File: src/rtl/memory_queue.sv
// Single-clock FIFO with registered read port, occupancy reporting and
// sticky overflow/underflow flags.
module memory_queue #(
    parameter int unsigned WIDTH     = 35,
    parameter int unsigned DEPTH     = 8,
    parameter int unsigned AFULL_LVL = 6
) (
    input  logic                       clk,
    input  logic                       arst,
    input  logic                       wren,
    input  logic [WIDTH-1:0]           din,
    input  logic                       rden,
    output logic [WIDTH-1:0]           dout,
    output logic                       valid,
    output logic [$clog2(DEPTH):0]     count,
    output logic                       empty,
    output logic                       full,
    output logic                       almost_full,
    output logic                       ovf,
    output logic                       udf
);

    localparam int unsigned AW = $clog2(DEPTH);
    localparam int unsigned CW = AW + 1;

    logic [WIDTH-1:0] mem_q [DEPTH];

    logic [AW-1:0]    wptr_q,  wptr_d;
    logic [AW-1:0]    rptr_q,  rptr_d;
    logic [CW-1:0]    count_q, count_d;
    logic [WIDTH-1:0] dout_q,  dout_d;
    logic             valid_q, valid_d;
    logic             ovf_q,   ovf_d;
    logic             udf_q,   udf_d;

    logic             wa;
    logic             ra;

    // Status decoded from the count register only, so it never glitches.
    assign empty       = (count_q == CW'(0));
    assign full        = (count_q == CW'(DEPTH));
    assign almost_full = (count_q >= CW'(AFULL_LVL));

    // A full queue still accepts a write when a read frees a slot this edge;
    // an empty queue never forwards din to the read port.
    assign wa = wren & (~full | rden);
    assign ra = rden & ~empty;

    always_comb begin
        wptr_d  = wptr_q;
        rptr_d  = rptr_q;
        count_d = count_q;
        dout_d  = dout_q;
        valid_d = 1'b0;
        ovf_d   = ovf_q;
        udf_d   = udf_q;

        if (wa) begin
            wptr_d = wptr_q + AW'(1);
        end
        if (ra) begin
            rptr_d  = rptr_q + AW'(1);
            dout_d  = mem_q[rptr_q];
            valid_d = 1'b1;
        end

        case ({wa, ra})
            2'b10:   count_d = count_q + CW'(1);
            2'b01:   count_d = count_q - CW'(1);
            default: count_d = count_q;
        endcase

        if (wren & ~wa) begin
            ovf_d = 1'b1;
        end
        if (rden & ~ra) begin
            udf_d = 1'b1;
        end
    end

    always_ff @(posedge clk or posedge arst) begin
        if (arst) begin
            wptr_q  <= '0;
            rptr_q  <= '0;
            count_q <= '0;
            dout_q  <= '0;
            valid_q <= 1'b0;
            ovf_q   <= 1'b0;
            udf_q   <= 1'b0;
        end else begin
            wptr_q  <= wptr_d;
            rptr_q  <= rptr_d;
            count_q <= count_d;
            dout_q  <= dout_d;
            valid_q <= valid_d;
            ovf_q   <= ovf_d;
            udf_q   <= udf_d;
        end
    end

    // Storage array is deliberately not reset; stale entries are unreachable.
    always_ff @(posedge clk) begin
        if (wa) begin
            mem_q[wptr_q] <= din;
        end
    end

    assign dout  = dout_q;
    assign valid = valid_q;
    assign count = count_q;
    assign ovf   = ovf_q;
    assign udf   = udf_q;

endmodule

File: config.mk
export PLATFORM = sky130hd
export DESIGN_NAME = memory_queue
export DESIGN_NICKNAME = d
export VERILOG_FILES = /design/src/rtl/memory_queue.sv
export SDC_FILE = /design/constraint.sdc
export NUM_CORES = 1
export LEC_CHECK = 0
export CAP_MARGIN = 25
export CORE_MARGIN = 2
export CORE_UTILIZATION = 40
export CTS_CLUSTER_SIZE = 28
export DETAILED_ROUTE_END_ITERATION = 8
export PLACE_DENSITY = 0.64
export SYNTH_ARGS = -nofsm -noshare
export SYNTH_HDL_FRONTEND = slang
export SYNTH_SLANG_ARGS = --single-unit
File: constraint.sdc
create_clock -name clk -period 5.6 [get_ports clk]
set_input_delay 1.68 -clock clk [delete_from_list [all_inputs] [get_ports clk]]
set_output_delay 1.68 -clock clk [all_outputs]
set_load 0.02 [all_outputs]
-- Yosys cells after proc, flatten, opt, wreduce, memory -nomap -nowiden
Memory sizes are Yosys's and may differ from the RTL's. A register that Yosys moved wholly into a read port is not among the register bits.
Cells that the tools add are included.
- bits of input ports: 39
- memory bits (read-only): 0
- latch bits: 0
- memories kept: 1
- output and inout bits: 45
- register bits: 13
- memory bits (writable): 280
- logic and storage cells: 30
- div/mod/pow operators: 0
- $lt $le $gt $ge: 1
- add/subtract/negate cells: 4
- equality and inequality tests: 3
- bitwise gates (word level): 9
- reduce and logical (&&, ||, !) cells: 2
- shift operators: 0
- multiplexer cells: 4
- multipliers: 0
- memories (name ; depth ; width ; rd ports ; clocked after Yosys merged registers in ; write ports ; line ; RTL):
    mem_q ; 8 ; 35 ; 1 ; 1 ; 1 ; 26 ; logic [WIDTH-1:0] mem_q [DEPTH];
- operators by type and width (kind ; number):
    $pmux W4 S2 ; 1
    $add A3 B1 Y3 const B ; 2
    $add A4 B1 Y4 const B ; 1
    $and A1 B1 Y1 ; 4
    $eq A4 B4 Y1 const B ; 1
    $ge A4 B3 Y1 const B ; 1
    $logic_not A4 Y1 ; 1
    $not A1 Y1 ; 4
    $sub A4 B1 Y4 const B ; 1
    $mux W1 ; 3
    $eq A2 B1 Y1 const B ; 1
    $eq A2 B2 Y1 const B ; 1
    $reduce_bool A2 Y1 ; 1
    $or A1 B1 Y1 ; 1

-- Longest topological paths before layout
Gate-level depths: netlist (run 1).
- depth in word-level cells: 6
- gate-level depth with buffers: 10
- depth with buffers taken out: 9

-- Least setup slack after synthesis (run 1)
No wires, ideal clock.
- path type: input to register
- start: input rden
- end: memory mem_q[0][0], enable pin
- data required time: 5.085 ns
- setup slack: -0.142 ns
- library setup time: 0.515 ns
- data arrival time: 5.227 ns
- stages: 3
- buffers on the path: 0
- cells stage by stage: o21a_4 inv_6 nor4_1
- word-level cells in the longest chain between the ends: 4
- RTL lines (element ; line ; RTL):
    from (decl) ; 12 ; input logic rden,
    $or A1 B1 Y1 ; 46 ; assign wa = wren & (~full | rden);
    $and A1 B1 Y1 ; 46 ;
    $mux W1 ; 103 ; if (wa) begin
    $mux W1 (implied by the code) ; 104 ; mem_q[wptr_q] <= din;
    to (decl) ; 26 ;
Every way passes these cells.

-- Worst setup path in the final report (run 1)
- start: register count_q[0] (netlist: count[0])
- end: output full
- word-level cells in the longest chain between the ends: 1
- RTL lines (element ; line ; RTL):
    from (decl) ; 30 ; logic [CW-1:0] count_q, count_d;
    from (signal assigned) ; 93 ; count_q <= count_d;
    $eq A4 B4 Y1 ; 41 ; assign full = (count_q == CW'(DEPTH));
    to (decl) ; 17 ; output logic full,
Every way passes these cells.

==> run_results.csv, run 1 <==
group,metric,value,unit
outcome,outcome,"finished clean",
cts,htreeDepth,2,
global_routing,grt_overflow_total,0,
finish,finalNetCount,855,
finish,drive_above_1_share,0.1832,
setup_path,cp_slowest_stage_delay,0.59,ns
synth,ys_types,38,
setup_path,cp-end-kind,"primary output",
setup_path,path_cells,"or4b_4 -> inv_1 -> clkdlybuf4s50_1",
floorplan,core,31390,um2
pwr,p_int,5577,uW
global_routing,use_met2,0.2441,
setup_path,worstPathMaxFanout,6,
sta,fin_tns_setup,0,ns
global_routing,grt_pass1_wl,38.85,mm
pwr,seqPwrFrac,0.416,
placed_design,dpl.hpwl,14.10,mm
cts,cts_buffer_depth,3,
cts,cts_setup_buffers,0,
synth,synth_edf_count,280,
route,vias_per_cell,5.213,
sta,relSlewSlack,0.3304,
placed_design,port_buffers,83,
route,drt_iter0_drc,607,
pwr,vdd_drop_max,0.0003023,V
sta,fmax,258.4,MHz
setup_path,cp_slowest_cell,"clkdlybuf4s50_1",
global_routing,antenna_found_initial,0,
sta,rsz0062_at_grt,"no",
sta,tightestPinTransition,1.004,ns
pwr,power,8096,uW
route,drcViolationCount,0,
synth,synth_cells,712,
finish,layout_common_cells,"edfxtp_1 (280), clkdlybuf4s50_1 (83), mux2i_1 (71)",
global_routing,gr-usage-met1,0.2208,
synth,synth_nets,757,
sta,finalCritPeriodShare,0.6910,
floorplan,die-area,33140,um2
finish,antennaDiodeCount,0,
route,post_drt_wl_per_cell,20.32,um
global_routing,grt_max_degree,73,
global_routing,busiest_layer,"met2",
floorplan,rows,65,
sta,clock_skew,0.01576,ns
global_routing,globalRouteTotalUtil,0.1536,
min_path,hold_class,"register to register",
sta,setup_ws,1.731,ns
setup_path,cp.arrival,2.19,ns
synth,ys_ff_latch,328,
route,vias,6449,
synth,syn-cell-area,12680,um2
cts,cts_resized,0,
floorplan,initial_core_util,0.4039,
global_routing,grtUsageMet3,0.02487,
job,maxCapViolations,0,
cts,cts.clk_slew.worst_paths,0.06,ns
pwr,combPwrFrac,0.312,
min_path,holdPathStages,1,
setup_path,start_kind,"register",
synth,avgSynthCellArea,17.81,um2
route,drtAntennaViolNets,0,
finish,area_delta_synth_final,19.23,%
cts,clock_sinks,328,
synth,ys_warn_count,0,
pwr,power.density,535.5,nW/um2
sta,hold_viol_final,0,
placed_design,gp_congestion,0.6919,
route,dr.pass1.iters,5,
route,routed_wl,25.14,mm
pwr,switching_share,0.3111,
pwr,p_sw,2518,uW
sta,finalSetupViolations,0,
sta,period_minus_slack,3.869,ns
cts,numCtsBuffers,35,
floorplan,die_w,182.0,um
setup_path,rr_worst_depth,9,
placed_design,dpl_worst_slack,1.457,ns
setup_path,required,3.92,ns
synth,ys_seq_area_frac,0.7579,
cts,clock_latency,0.51,ns
floorplan,io_pins,84,
floorplan,die_h,182.0,um
cts,cts-root-buf,"clkbuf_16",
sta,maxSlewViolCount,0,
pwr,p_leak,0.005240,uW
finish,final_common_cell,"edfxtp_1",
global_routing,grt_pass1_vias,6616,
setup_path,criticalPathCategory,"register to primary output",
synth,ys_async_sr_fraction,0.1463,
pwr,clockPowerShare,0.273,
cts,cts_tree,"built",
synth,synth_ff_type,"edfxtp_1",
cts,cts_hold_buf,0,
Yosys cell counts, types with 2 or more instances:
cell type,n,area share
a21o_1,4,0.0024
a221o_1,12,0.0095
a22oi_1,23,0.014
buf_2,11,0.0043
buf_4,9,0.0053
buf_6,7,0.0062
buf_8,2,0.0024
clkbuf_1,10,0.0030
dfrtp_1,48,0.095
edfxtp_1,280,0.66
ha_1,5,0.0049
inv_1,5,0.0015
mux2_2,70,0.062
mux2i_1,71,0.056
nand2_1,47,0.014
nand2_2,2,0.00099
nand2b_1,4,0.0020
nand3_1,2,0.00079
nor2_1,6,0.0018
nor3_1,5,0.0020
o21ai_1,35,0.014
o221ai_1,23,0.016
o22ai_1,12,0.0059
xnor2_1,5,0.0035
state kept, by name, summed over array words and instances, names as in the netlist:
| register | flops |
|---|---|
| count | 4 |
| wptr_q | 3 |
| rptr_q | 3 |
| udf | 1 |
| ovf | 1 |
| mem_q | 280 |
| dout | 35 |
| valid | 1 |
routing by layer:
| metal | vias to the layer above | routed length, um |
|---|---|---|
| met1 | 3279 | 11680 |
| met3 | 30 | 1186 |
| met4 | 0 | 379 |
| li1 | 2994 | - |
| met2 | 146 | 11900 |
| met5 | - | 0 |
stage by stage:
step,area (um2),utilization,hold WS (ns),instances
after global routing,15120,0.4815,0.4782,1237
final,15120,0.4815,0.4589,1237
after detailed placement,13950,0.4444,0.4518,1172
after global placement,13950,0.4444,0.4455,1172
after floorplan,12680,-,0.5059,712
after CTS,15040,0.4792,0.4644,1234
area by class of cell:
type | instances | area [um2]
clock buffers | 53 | 996.0
clock inverters | 9 | 96.34
fillers | 2643 | 16280
inverters | 7 | 31.28
multi-input cells | 338 | 2854
flip-flops and latches | 328 | 9613
well taps | 402 | 503.0
repair buffers | 100 | 1023
critical path: cells and delay by family, from the launching register on:
kind | cells | cell delay [ns]
simple gates | 1 | 0.58
flops | 1 | 0.45
buf+inv | 2 | 0.65
path summary, 6_finish.rpt:
kind | end | from | slack (ns)
max reg2reg | count[3] | count[0] | 2.63
max | full | count[0] | 1.73
max in group asynchronous | rptr_q[0] | arst | 3.18
min in group asynchronous | dout[13] | arst | 1.55
min reg2reg | udf | udf | 0.46
min | udf | udf | 0.46
power groups by stage:
| stage | combinational, uW | sequential, uW | clock, uW |
|---|---|---|---|
| 2_1_floorplan | 1520 | 3550 | 0 |
| 3_3_place_gp | 2370 | 3500 | 0 |
| 3_5_place_dp | 2400 | 3520 | 0 |
| 4_1_cts | 2410 | 3470 | 2260 |
| 5_1_grt | 2730 | 3420 | 2360 |
| 6_report | 2520 | 3370 | 2210 |
logic make-up after synthesis:
group,share of synthesized area
mux,0.1182
buf+inv,0.02369
simple gates,0.02576
compound gates,0.06375
xor+xnor,0.004145
fa+ha+maj,0.006513
flops,0.7579
Note: power is estimated with default switching activity, not from simulation.
==> inputs of run 2 (changes only) <==
--- a/config.mk
+++ b/config.mk
@@ -10,7 +10,7 @@
 export CORE_UTILIZATION = 40
 export CTS_CLUSTER_SIZE = 28
 export DETAILED_ROUTE_END_ITERATION = 8
-export PLACE_DENSITY = 0.64
+export PLACE_DENSITY = 0.66
 export SYNTH_ARGS = -nofsm -noshare
 export SYNTH_HDL_FRONTEND = slang
 export SYNTH_SLANG_ARGS = --single-unit
==> constraint.sdc (replaced) <==
create_clock -name clk -period 3.2 [get_ports clk]
set_input_delay 0.96 -clock clk [delete_from_list [all_inputs] [get_ports clk]]
set_output_delay 0.96 -clock clk [all_outputs]
set_load 0.02 [all_outputs]
==> run 2 against run 1 <==
Sequential cell count is the same. Design area grew 1.6%. Die area is the same. Sequential share of layout area shrank 0.97 points. First-iteration DRC count shrank 19%. Core utilization grew 0.75 points. Clock power grew 84%. Total power grew 78%. Sequential power grew 76%.
==> run_results.csv, run 2 (synthesized netlist as in run 1, its figures left out) <==
group,metric,value,unit
floorplan,initial_core_util,0.4039,
route,vias,6520,
sta,maxSlewViolCount,0,
route,dr.pass1.iters,5,
cts,numCtsBuffers,35,
floorplan,io_pins,84,
cts,clock_sinks,328,
global_routing,grt_overflow_total,0,
cts,cts_tree,"built",
global_routing,antenna_found_initial,0,
floorplan,die_w,182.0,um
finish,drive_above_1_share,0.2002,
finish,fin_util,0.4890,
cts,htreeDepth,2,
sta,relSlewSlack,0.3395,
setup_path,cp.arrival,1.99,ns
pwr,power,14410,uW
finish,area_delta_synth_final,21.09,%
floorplan,core,31390,um2
setup_path,criticalPathCategory,"register to primary output",
sta,period_minus_slack,2.949,ns
placed_design,port_buffers,83,
route,drtAntennaViolNets,0,
setup_path,required,2.24,ns
sta,fmax,339.1,MHz
finish,finalNetCount,868,
global_routing,grt_pass1_wl,38.96,mm
pwr,p_leak,0.005382,uW
pwr,vdd_drop_max,0.0004550,V
job,maxCapViolations,0,
sta,finalSetupViolations,0,
sta,clock_skew,0.01840,ns
finish,largest_reg_flops,280,
floorplan,rows,65,
setup_path,worstPathMaxFanout,6,
finish,largest-register,"mem_q",
global_routing,globalRouteTotalUtil,0.1523,
finish,antennaDiodeCount,0,
route,drt_iter0_drc,492,
outcome,outcome,"finished clean",
route,drcViolationCount,0,
setup_path,start_kind,"register",
cts,cts_buffer_depth,3,
route,vias_per_cell,5.212,
sta,hold_viol_final,0,
finish,fin_cells,1251,
cts,clock_latency,0.51,ns
route,post_drt_wl_per_cell,19.76,um
pwr,power.density,938.7,nW/um2
sta,tightestPinTransition,0.9886,ns
cts,cts_hold_buf,0,
route,routed_wl,24.73,mm
cts,cts-root-buf,"clkbuf_16",
global_routing,grt_pass1_vias,6696,
finish,layout_common_cells,"edfxtp_1 (280), clkdlybuf4s50_1 (82), mux2i_1 (71)",
global_routing,grt_max_degree,73,
sta,rsz0062_at_grt,"no",
placed_design,gp_congestion,0.7148,
floorplan,die_h,182.0,um
min_path,hold_class,"register to register",
finish,final_common_cell,"edfxtp_1",
placed_design,dpl.hpwl,14.19,mm
cts,cts.clk_slew.worst_paths,0.06,ns
sta,finalCritPeriodShare,0.9215,
floorplan,die-area,33140,um2
setup_path,cp-end-kind,"primary output",
placed_design,placed_cells,1188,
==> run 2: cell types whose count changed in the layout (fill, tap and decap cells not counted), moves of 2 or more <==
cell,delta
bufinv_16,+3
buf_12,+8
buf_4,+7
clkbuf_1,-10
clkinv_4,+2
clkinv_1,+6
buf_16,-2
==> run 2: worst paths after layout <==
kind	from	end	slack [ns]	cells after the start
min in group asynchronous	arst	dout[15]	0.83	3
hold / removal	ovf	ovf	0.45	1
max in group asynchronous	arst	rptr_q[0]	2.07	3
setup / recovery	count[0]	empty	0.25	2
hold reg to reg	ovf	ovf	0.45	1
setup reg to reg	count[0]	count[3]	0.37	9
==> run 2: final cells by class <==
class,instances,area [um2]
repair buffers,113,1184
well taps,402,503.0
clock buffers,41,919.6
inverters,7,31.28
multi-input cells,338,2853
flip-flops and latches,328,9613
fillers,2605,16040
clock inverters,22,249.0
==> run 2: report_power, final <==
group	total [uW]	switching [uW]	internal, uW
Sequential	5920	417	5510
Combinational	4420	2440	1980
Clock	4070	1600	2470
==> run 2: metrics by stage <==
stage | cell area, um2 | hold slack [ns] | setup slack (ns) | setup TNS [ns]
2_1_floorplan | 12690 | 0.5059 | -0.8695 | -103.22
3_3_place_gp | 14180 | 0.4393 | 0.1152 | 0
3_5_place_dp | 14180 | 0.4454 | -0.1217 | -0.1217
4_1_cts | 15350 | 0.4568 | 0.01372 | 0
5_1_grt | 15350 | 0.4721 | 0.1446 | 0
6_report | 15350 | 0.4525 | 0.2513 | 0
==> run 2: per-layer routing <==
| metal | vias up | wire, um | track usage | part of all wire |
|---|---|---|---|---|
| li1 | 3033 | - | - | - |
| met5 | - | 0 | 0 | 0 |
| met4 | 0 | 358 | 0.03613 | 0.014 |
| met2 | 132 | 11940 | 0.2485 | 0.48 |
| met1 | 3327 | 11490 | 0.2145 | 0.46 |
| met3 | 28 | 937 | 0.02587 | 0.038 |
==> run 2: worst max-delay path, stage by stage (launching register included) <==
cell and delay [ns]:
dfrtp_1 0.46, nor4_2 0.37, clkdlybuf4s50_1 0.66
==> run 2: timing repair <==
action / in CTS / in global routing
buffers inserted: 0 / 0
setup endpoints to repair: 0 / 1
gates resized for setup: 0 / 1
==> inputs of run 3 (changes only) <==
--- a/config.mk
+++ b/config.mk
@@ -7,10 +7,10 @@
 export LEC_CHECK = 0
 export CAP_MARGIN = 25
 export CORE_MARGIN = 2
-export CORE_UTILIZATION = 40
+export CORE_UTILIZATION = 55
 export CTS_CLUSTER_SIZE = 28
 export DETAILED_ROUTE_END_ITERATION = 8
-export PLACE_DENSITY = 0.66
+export PLACE_DENSITY = 0.81
 export SYNTH_ARGS = -nofsm -noshare
 export SYNTH_HDL_FRONTEND = slang
 export SYNTH_SLANG_ARGS = --single-unit
==> constraint.sdc (replaced) <==
create_clock -name clk -period 3.5 [get_ports clk]
set_input_delay 1.05 -clock clk [delete_from_list [all_inputs] [get_ports clk]]
set_output_delay 1.05 -clock clk [all_outputs]
set_load 0.02 [all_outputs]
==> run 3 against run 2 <==
Combinational power fell by 12%. Sequential share of layout area rose by 1.9 points. Die area fell by 27%. Via count barely moved. First-iteration DRC count rose by 4.3%. Clock-buffer cell count did not move.
==> run_results.csv, run 3 (synthesized netlist as in run 1, its figures left out) <==
group,metric,value,unit
sta,hold_viol_final,0,
finish,num-fill-cells,1454,
cts,cts-root-buf,"clkbuf_16",
route,met3WireLength,1.210,mm
finish,fin_cells,1116,
route,drtAntennaViolNets,0,
setup_path,start_kind,"register",
route,vias_per_cell,5.843,
cts,clock_latency,0.55,ns
sta,finalCritPeriodShare,0.9466,
global_routing,grt_pass1_wl,37.52,mm
cts,cts_resized,0,
job,maxCapViolations,0,
finish,layout_common_cells,"edfxtp_1 (280), clkdlybuf4s50_1 (83), mux2i_1 (71)",
global_routing,grt_pass1_vias,6984,
sta,fmax,301.8,MHz
sta,clock_skew,0.007314,ns
pwr,power.density,843.6,nW/um2
floorplan,die_h,155.8,um
pwr,combPwrFrac,0.310,
sta,finalSetupViolations,0,
setup_path,cp.arrival,2.26,ns
setup_path,path_buf_inv,2,
sta,holdWs,0.4716,ns
global_routing,globalRouteTotalUtil,0.1991,
finish,final_common_cell,"edfxtp_1",
sta,relSlewSlack,0.3167,
route,routed_wl,23.49,mm
setup_path,cp_slowest_cell,"clkdlybuf4s50_1",
setup_path,required,2.45,ns
route,dr.pass1.iters,4,
route,drcViolationCount,0,
global_routing,grt_max_degree,73,
placed_design,dpl.hpwl,13.44,mm
finish,largest-register,"mem_q",
setup_path,worstPathMaxFanout,6,
finish,largest_reg_flops,280,
pwr,vdd_drop_max,0.0005579,V
floorplan,io_pins,84,
finish,drive_above_1_share,0.1901,
route,dr_wl_met2,11.78,mm
route,top_layer_used,"met4",
placed_design,gp_congestion,0.7118,
cts,clock_sinks,328,
pwr,p_sw,3925,uW
setup_path,path_cells,"or4b_4 -> inv_1 -> clkdlybuf4s50_1",
pwr,seqPwrFrac,0.434,
sta,period_minus_slack,3.313,ns
cts,cts_tree,"built",
finish,finalNetCount,852,
floorplan,die_w,155.8,um
sta,maxSlewViolCount,0,
sta,tightestPinTransition,1.022,ns
route,vias,6521,
cts,cts_setup_buffers,0,
placed_design,placed_cells,1059,
floorplan,core,22640,um2
cts,numCtsBuffers,31,
cts,cts_buffer_depth,3,
pwr,switching_share,0.3121,
setup_path,criticalPathCategory,"register to primary output",
route,post_drt_wl_per_cell,21.04,um
floorplan,rows,55,
route,drt_iter0_drc,513,
placed_design,port_buffers,83,
cts,cts_hold_buf,0,
pwr,p_leak,0.005223,uW
global_routing,grt_overflow_total,0,
cts,cts.clk_slew.worst_paths,0.06,ns
pwr,clockPowerShare,0.257,
setup_path,cp-end-kind,"primary output",
min_path,hold_class,"register to register",
cts,htreeDepth,1,
pwr,p_int,8649,uW
setup_path,cp_slowest_stage_delay,0.61,ns
finish,antennaDiodeCount,0,
sta,rsz0062_at_grt,"no",
floorplan,initial_core_util,0.5600,
finish,area_delta_synth_final,17.56,%
setup_path,crit_family,"buffers and inverters",
outcome,outcome,"finished clean",
route,wl_met1,9.883,mm
floorplan,die-area,24280,um2
global_routing,antenna_found_initial,0,
sta,fin_tns_setup,0,ns
==> run 3: path summary, 6_finish.rpt <==
check	slack, ns	depth (start not counted)	end	start
worst max-delay path	0.19	3	full	count[0]
worst min-delay path	0.47	1	ovf	ovf
worst max register to register	0.62	9	count[3]	count[0]
worst min register to register	0.47	1	ovf	ovf
max in group asynchronous	2.06	3	rptr_q[0]	arst
min in group asynchronous	0.86	2	dout[22]	arst
==> run 3: worst register-to-register path, stage by stage, from the launching register on <==
cell       delay (ns)
dfrtp_1          0.45
or4b_4           0.59
o21a_4           0.25
inv_6            0.10
ha_1             0.25
ha_1             0.26
a21o_1           0.20
a2111oi_0        0.39
nand4b_1         0.18
nand3_1          0.09
==> run 3: power groups by stage <==
stage | sequential, uW | clock [uW] | combinational (uW)
4_1_cts | 5460 | 3270 | 3950
3_3_place_gp | 5490 | 0 | 3840
5_1_grt | 5540 | 3410 | 4200
2_1_floorplan | 5690 | 0 | 2440
3_5_place_dp | 5540 | 0 | 3920
6_report | 5460 | 3230 | 3890
==> run 3: stage by stage <==
step,area [um2],total power [uW],setup slack (ns),util
final,14900,12570,0.1870,0.6583
after detailed placement,13920,9456,0.06556,0.6149
after global routing,14900,13150,0.1392,0.6583
after floorplan,12690,8122,-0.6595,-
after global placement,13920,9335,0.2153,0.6149
after CTS,14900,12680,0.1572,0.6583
==> run 3: per-layer routing <==
layer | GRT usage | vias up
met1 | 0.2631 | 3285
met3 | 0.03028 | 45
met4 | 0.06422 | 0
met2 | 0.3434 | 192
met5 | 0 | -
li1 | - | 2999
==> run 3: cell type report <==
cell class | count | area, um2 | share of cell area
clock buffer | 41 | 823.3 | 0.05524
multi-input combinational | 338 | 2855 | 0.1916
inverter | 7 | 31.28 | 0.002099
tap | 285 | 356.6 | 0.02393
timing repair buffer | 101 | 1066 | 0.07152
sequential | 328 | 9613 | 0.6450
clock inverter | 16 | 158.9 | 0.01066
